===== src/rtl/i2s_tx_pkg.sv =====
`default_nettype none
// ============================================================================
// Module   : i2s_tx_pkg
// Brief    : Shared constants and types for the I2S transmitter.
// Revision : 1.0
// ============================================================================
package i2s_tx_pkg;

    // Sample/slot widths shared with the equalizer filter chain
    localparam int I2S_DATA_W  = 24;
    localparam int I2S_SLOT_W  = 32;
    localparam int I2S_FRAME_W = 2 * I2S_SLOT_W;
    localparam int I2S_CNT_W   = $clog2(I2S_FRAME_W);

    typedef enum logic [0:0] {
        CH_LEFT  = 1'b0,
        CH_RIGHT = 1'b1
    } i2s_chan_e;

    function automatic int frame_cnt_w(input int slot_w);
        return $clog2(2 * slot_w);
    endfunction

endpackage
`default_nettype wire


===== src/rtl/i2s_bclk_gen.sv =====
`default_nettype none
// ============================================================================
// Module   : i2s_bclk_gen
// Brief    : BCLK divider; emits a one-cycle strobe on each BCLK falling edge.
// Revision : 1.0
// ============================================================================
module i2s_bclk_gen #(
    parameter int BCLK_DIV = 4
) (
    input  logic i_clk,
    input  logic i_rst_n,
    output logic o_bclk,
    output logic o_fall_stb
);

    localparam int DIV_W = (BCLK_DIV > 1) ? $clog2(BCLK_DIV) : 1;
    localparam logic [DIV_W-1:0] C_DIV_LAST = DIV_W'(BCLK_DIV - 1);

    logic [DIV_W-1:0] r_div;
    logic             r_bclk;
    logic             w_div_term;

    assign w_div_term = (r_div == C_DIV_LAST);

    always_ff @(posedge i_clk or negedge i_rst_n) begin
        if (!i_rst_n) begin
            r_div  <= '0;
            r_bclk <= 1'b0;
        end else if (w_div_term) begin
            r_div  <= '0;
            r_bclk <= ~r_bclk;
        end else begin
            r_div  <= r_div + DIV_W'(1);
        end
    end

    // High in the cycle whose closing edge takes BCLK from 1 to 0
    assign o_fall_stb = w_div_term & r_bclk;
    assign o_bclk     = r_bclk;

endmodule
`default_nettype wire


===== src/rtl/i2s_tx.sv =====
`default_nettype none
// ============================================================================
// Module   : i2s_tx
// Brief    : Philips I2S serialiser with one-entry sample-pair buffer.
//            Optional macro I2S_TX_HOLD_LAST_EN resends last frame on underrun.
// Revision : 1.0
// ============================================================================
module i2s_tx
    import i2s_tx_pkg::*;
#(
    parameter int DATA_W   = I2S_DATA_W,
    parameter int SLOT_W   = I2S_SLOT_W,
    parameter int BCLK_DIV = 4
) (
    input  logic              i_clk,
    input  logic              i_rst_n,
    input  logic              i_valid,
    input  logic [DATA_W-1:0] i_data_l,
    input  logic [DATA_W-1:0] i_data_r,
    output logic              o_ready,
    output logic              o_bclk,
    output logic              o_lrclk,
    output logic              o_sdata,
    output logic              o_underrun
);

    localparam int FRAME_W = 2 * SLOT_W;
    localparam int CNT_W   = frame_cnt_w(SLOT_W);
    localparam logic [CNT_W-1:0] C_CNT_LAST = CNT_W'(FRAME_W - 1);
    localparam logic [CNT_W-1:0] C_CNT_SLOT = CNT_W'(SLOT_W);

    logic               w_fall_stb;
    logic [CNT_W-1:0]   r_bit_cnt;
    logic [CNT_W-1:0]   w_cnt_next;
    logic               w_frame_start;
    logic [FRAME_W-1:0] r_shreg;
    logic [FRAME_W-1:0] w_buf_word;
    logic [FRAME_W-1:0] w_fill_word;
    logic               r_full;
    logic [DATA_W-1:0]  r_buf_l;
    logic [DATA_W-1:0]  r_buf_r;
    i2s_chan_e          r_lrclk;
    i2s_chan_e          w_chan_next;
    logic               r_sdata;
    logic               r_underrun;
    logic               w_accept;

    i2s_bclk_gen #(
        .BCLK_DIV (BCLK_DIV)
    ) u_bclk_gen (
        .i_clk      (i_clk),
        .i_rst_n    (i_rst_n),
        .o_bclk     (o_bclk),
        .o_fall_stb (w_fall_stb)
    );

    assign w_cnt_next    = (r_bit_cnt == C_CNT_LAST) ? '0 : r_bit_cnt + CNT_W'(1);
    assign w_frame_start = (w_cnt_next == '0);
    assign w_chan_next   = (w_cnt_next >= C_CNT_SLOT) ? CH_RIGHT : CH_LEFT;
    assign w_accept      = i_valid & ~r_full;

    // Samples are left-justified in their slots with zero pad below the LSB
    assign w_buf_word = (FRAME_W'(r_buf_l) << (FRAME_W - DATA_W))
                      | (FRAME_W'(r_buf_r) << (SLOT_W - DATA_W));

`ifdef I2S_TX_HOLD_LAST_EN
    logic [FRAME_W-1:0] r_last_word;

    always_ff @(posedge i_clk or negedge i_rst_n) begin
        if (!i_rst_n) begin
            r_last_word <= '0;
        end else if (w_fall_stb && w_frame_start && r_full) begin
            r_last_word <= w_buf_word;
        end
    end

    assign w_fill_word = r_last_word;
`else
    assign w_fill_word = '0;
`endif

    always_ff @(posedge i_clk or negedge i_rst_n) begin
        if (!i_rst_n) begin
            r_bit_cnt  <= C_CNT_LAST;
            r_shreg    <= '0;
            r_lrclk    <= CH_LEFT;
            r_sdata    <= 1'b0;
            r_underrun <= 1'b0;
            r_full     <= 1'b0;
            r_buf_l    <= '0;
            r_buf_r    <= '0;
        end else begin
            r_underrun <= 1'b0;

            // The MSB of the shifter is always the next bit on the wire, so
            // on a load it still holds the previous frame's last bit: this
            // yields the one-BCLK I2S data delay without extra state.
            if (w_fall_stb) begin
                r_bit_cnt <= w_cnt_next;
                r_lrclk   <= w_chan_next;
                r_sdata   <= r_shreg[FRAME_W-1];
                if (w_frame_start) begin
                    if (r_full) begin
                        r_shreg <= w_buf_word;
                    end else begin
                        r_shreg    <= w_fill_word;
                        r_underrun <= 1'b1;
                    end
                end else begin
                    r_shreg <= {r_shreg[FRAME_W-2:0], 1'b0};
                end
            end

            if (w_fall_stb && w_frame_start && r_full) begin
                r_full <= 1'b0;
            end else if (w_accept) begin
                r_full  <= 1'b1;
                r_buf_l <= i_data_l;
                r_buf_r <= i_data_r;
            end
        end
    end

    assign o_ready    = ~r_full;
    assign o_lrclk    = r_lrclk;
    assign o_sdata    = r_sdata;
    assign o_underrun = r_underrun;

endmodule
`default_nettype wire


===== config.mk =====
export PLATFORM = sky130hd
export DESIGN_NAME = i2s_tx
export DESIGN_NICKNAME = d
export VERILOG_FILES = /design/src/rtl/i2s_tx_pkg.sv /design/src/rtl/i2s_bclk_gen.sv /design/src/rtl/i2s_tx.sv
export SDC_FILE = /design/constraint.sdc
export NUM_CORES = 1
export LEC_CHECK = 0
export ABC_AREA = 0
export BUFFER_PORTS_ARGS = -buffer_cell sky130_fd_sc_hd__buf_2
export CAP_MARGIN = 25
export CORE_MARGIN = 3
export CORE_UTILIZATION = 46
export DETAILED_ROUTE_END_ITERATION = 10
export SLEW_MARGIN = 10
export SYNTH_ARGS = -nofsm -noshare
export SYNTH_HDL_FRONTEND = slang
export SYNTH_HIERARCHICAL = 1
export SYNTH_SLANG_ARGS = --single-unit

===== constraint.sdc =====
create_clock -name i_clk -period 2.3 [get_ports i_clk]
set_input_delay 0.46 -clock i_clk [delete_from_list [all_inputs] [get_ports i_clk]]
set_output_delay 0.46 -clock i_clk [all_outputs]
set_load 0.02 [all_outputs]

==> impl_table.tex <==
\begin{tabular}{lr}
\hline
Metric & Value \\
\hline
\multicolumn{2}{l}{\textbf{STA}} \\
\quad Final setup violation count & 0 \\
\quad Total count of hold-check failures in the final report & 0 \\
\quad RSZ-0062 raised after global routing & false \\
\quad Relative slew slack & 65.7\% \\
\quad Pin slew with the least headroom to its limit & 515 ps \\
\quad Final slew viol count & 0 \\
\quad Maximum clock frequency & 518 MHz \\
\quad Ratio of final minimum period to clock period & 83.9\% \\
\quad Final setup skew & 9.03 ps \\
\quad Post-Route Setup TNS & 0 ps \\
\quad Time the worst path needs with I/O delays and setup & 1930 ps \\
\quad Worst Slack Setup Final & 370 ps \\
\multicolumn{2}{l}{\textbf{Floorplanning}} \\
\quad Floorplan die area & 12,700 um\^{}2 \\
\quad Die X-Extent & 113 um \\
\quad Initial standard-cell utilization of the core & 47.8\% \\
\quad Number of placement rows & 38 \\
\quad Die Height & 113 um \\
\quad Std-Cell Core Area & 11,000 um\^{}2 \\
\quad Count of pins on the block boundary & 56 \\
\multicolumn{2}{l}{\textbf{Clocking}} \\
\quad Library cell used as clock root buffer & clkbuf\_16 \\
\quad Buffers inserted by post-CTS timing repair & 0 \\
\quad Max Buffers Root-to-Sink & 2 \\
\quad Number of buffers created by CTS & 17 \\
\quad Hold Buf Count CTS & 0 \\
\quad CTS sink count & 117 \\
\quad Htree depth & 4 \\
\quad Clock tree from TritonCTS & done \\
\quad Insertion delay to the later sink of the worst-skew pair & 410 ps \\
\quad Clock input transition at the sequential cells of the worst setup and hold paths & 50 ps \\
\quad Post-CTS Resized & 0 \\
\multicolumn{2}{l}{\textbf{Worst setup path}} \\
\quad Depth of the worst register-to-register path & 5 \\
\quad Worst Path Arrival & 2250 ps \\
\quad Sort of element at the start of the critical path & flop \\
\quad Crit Path Category & reg -> reg \\
\quad Maximum fanout along the worst path & 35 \\
\quad Kind of capture point of the worst setup path & flop \\
\quad Setup slack of the most critical reg-to-reg path & 370 ps \\
\quad Required arrival time at the worst endpoint & 2620 ps \\
\multicolumn{2}{l}{\textbf{Route}} \\
\quad Drt pass-1 iters & 4 \\
\quad Number of nets with antenna violations after detailed routing & 0 \\
\quad Wire length after detailed routing & 9.77 mm \\
\quad Average vias per placed instance & 5.31 \\
\quad Drt wl/cell & 15.1 um \\
\quad Initial DRC Count & 136 \\
\quad Detailed-route via count & 3,437 \\
\quad DRC viols & 0 \\
\multicolumn{2}{l}{\textbf{Status}} \\
\quad Status & finished clean \\
\multicolumn{2}{l}{\textbf{Logic synthesis}} \\
\quad Post-synthesis sequential element count & 117 \\
\quad Leading cell type by number of instances after synthesis & dfrtp\_1 \\
\quad Ranking of synthesized cells by instance count & dfrtp\_1 (111), a21oi\_1 (95), mux2\_2 (50), mux2i\_1 (48), nor2b\_1 (48) \\
\quad Synth area leaders & dfrtp\_1 (53\%), mux2\_2 (11\%), mux2i\_1 (9.1\%) \\
\quad Post-synth top area cell & dfrtp\_1 \\
\quad Number of warnings printed during yosys synthesis & 6 \\
\quad Post-synth top area share & 52.9\% \\
\quad Most used flip-flop cell after synthesis & dfrtp\_1 \\
\quad Count of flip-flops with a built-in enable after synthesis & 0 \\
\quad Area of the mapped netlist & 5250 um\^{}2 \\
\quad Portion of the post-synthesis area used by sequential elements & 55.9\% \\
\quad Number of instances in the synthesized netlist & 439 \\
\quad Cell variety after synth & 31 \\
\quad Net count of the mapped netlist & 492 \\
\quad Mean instance size in the synthesized netlist & 12.0 um\^{}2 \\
\quad Post-synthesis async set-or-reset flop share & 100\% \\
\multicolumn{2}{l}{\textbf{Placement}} \\
\quad Number of port buffers & 55 \\
\quad GPL Wtd Cong & 0.704 \\
\quad Placed wire-length estimate & 6.09 mm \\
\quad Worst Setup Slack post-DPL & 369 ps \\
\multicolumn{2}{l}{\textbf{GRT}} \\
\quad Gr ovfl total & 0 \\
\quad Number of global-route vias before repair & 3,697 \\
\quad Global-route wire length before repair & 17.7 mm \\
\quad Maximum number of pins on one net before global-route repair & 50 \\
\quad Total Routing Usage GR & 17.4\% \\
\quad Initial antenna violation count & 0 \\
\multicolumn{2}{l}{\textbf{Worst hold path}} \\
\quad Path category of the worst min-delay check & in -> async \\
\multicolumn{2}{l}{\textbf{Job}} \\
\quad Max-capacitance violation count & 0 \\
\multicolumn{2}{l}{\textbf{Cells and area}} \\
\quad Inserted Diodes & 0 \\
\quad Utilization after layout & 57.5\% \\
\quad Final Net Count & 547 \\
\quad Fraction of layout cells with a size suffix above 1 & 30.6\% \\
\quad Layout Area Growth over Synthesis & 20.3\% \\
\multicolumn{2}{l}{\textbf{Power and ir drop}} \\
\quad Pwr per Cell Area & 803 nW/um\^{}2 \\
\quad Static power due to leakage & 2.79 nW \\
\quad Overall power of the completed layout & 5.07 mW \\
\quad Maximum resistive drop on vdd & 738 uV \\
\hline
\end{tabular}
## sequential cells by signal, summed over array words and instances (netlist names)
register           count
o_lrclk                1
o_sdata                1
o_underrun             1
r_bit_cnt              6
r_buf_l               24
r_buf_r               24
r_full                 1
r_shreg               56
u_bclk_gen/o_bclk      1
u_bclk_gen/r_div       2
## per-stage QoR
stage	area (um^2)	hold WS [ps]	cells
after floorplan	5250	164	439
after global placement	5710	413	615
after detailed placement	5710	429	615
after CTS	6320	37.9	647
after global routing	6320	47.6	647
final	6320	30.0	647
## kinds of logic (layout without fill, tap and decap cells)
kind of cell | Yosys count | in the layout | share of synthesized area [%]
buffers and inverters | 32 | 100 | 3.31
multiplexers | 98 | 98 | 19.9
AND/OR/NAND/NOR | 78 | 78 | 8.36
XOR/XNOR | 3 | 3 | 0.500
adder cells (fa/ha/maj) | 2 | 2 | 0.476
flip-flops | 117 | 117 | 55.9
AO/OA/AOI/OAI | 109 | 109 | 11.6
## placed cells by master, fill, tap and decap left out, drive strengths merged
cell type  count
buf           66
a21oi         95
nand3          3
ha             2
dfstp          6
and3           2
o21ai          2
bufinv         3
clkinv         5
nand4          2
nor2           5
dfrtp        111
nand3b         1
o211ai         1
mux2i         48
nand2         14
inv            2
nor2b         48
mux2          50
a32o           1
clkbuf        23
clkinvlp       1
o41ai          1
and2           2
xnor2          2
or3            1
o31ai          1
o2bb2ai        8
xor2           1
## power by group
group | internal, mW | switching [mW] | total, mW
sequential | 2.16 | 0.0578 | 2.22
clock | 1.78 | 0.890 | 2.67
combinational | 0.108 | 0.0725 | 0.181
## path summary, 6_finish.rpt
kind	startpoint	endpoint
worst max-delay path	r_bit_cnt[0]$_DFFE_PN1P_	r_shreg[25]$_DFFE_PN0P_
worst min-delay path	i_rst_n	r_buf_r[2]$_DFFE_PN0P_
worst max register to register	r_bit_cnt[0]$_DFFE_PN1P_	r_shreg[25]$_DFFE_PN0P_
worst min register to register	u_bclk_gen/r_div[0]$_DFF_PN0_	u_bclk_gen/r_div[0]$_DFF_PN0_
max in group asynchronous	i_rst_n	r_bit_cnt[5]$_DFFE_PN1P_
min in group i_clk	i_data_l[9]	r_buf_l[9]$_DFFE_PN0P_
## worst max-delay path, stage by stage (launching register included)
cell and delay [ps]:
dfstp_2 550, ha_1 230, nand3b_1 140, o41ai_4 370, buf_12 290, mux2i_1 240
## cell type report
cell class | count | area [um^2]
fillers | 929 | 4670
flip-flops and latches | 117 | 2940
multi-input cells | 290 | 2160
clock buffers | 23 | 478
repair buffers | 66 | 435
well taps | 140 | 175
clock inverters | 9 | 126
inverters | 2 | 7.51
## per-layer routing
metal	track usage, %	routed length (um)	vias up
li1	-	-	1667
met4	5.77	116	0
met2	26.3	4560	49
met1	23.5	4720	1711
met3	6.04	381	10
met5	0	0	-
Power figures use the tool's default switching activity.
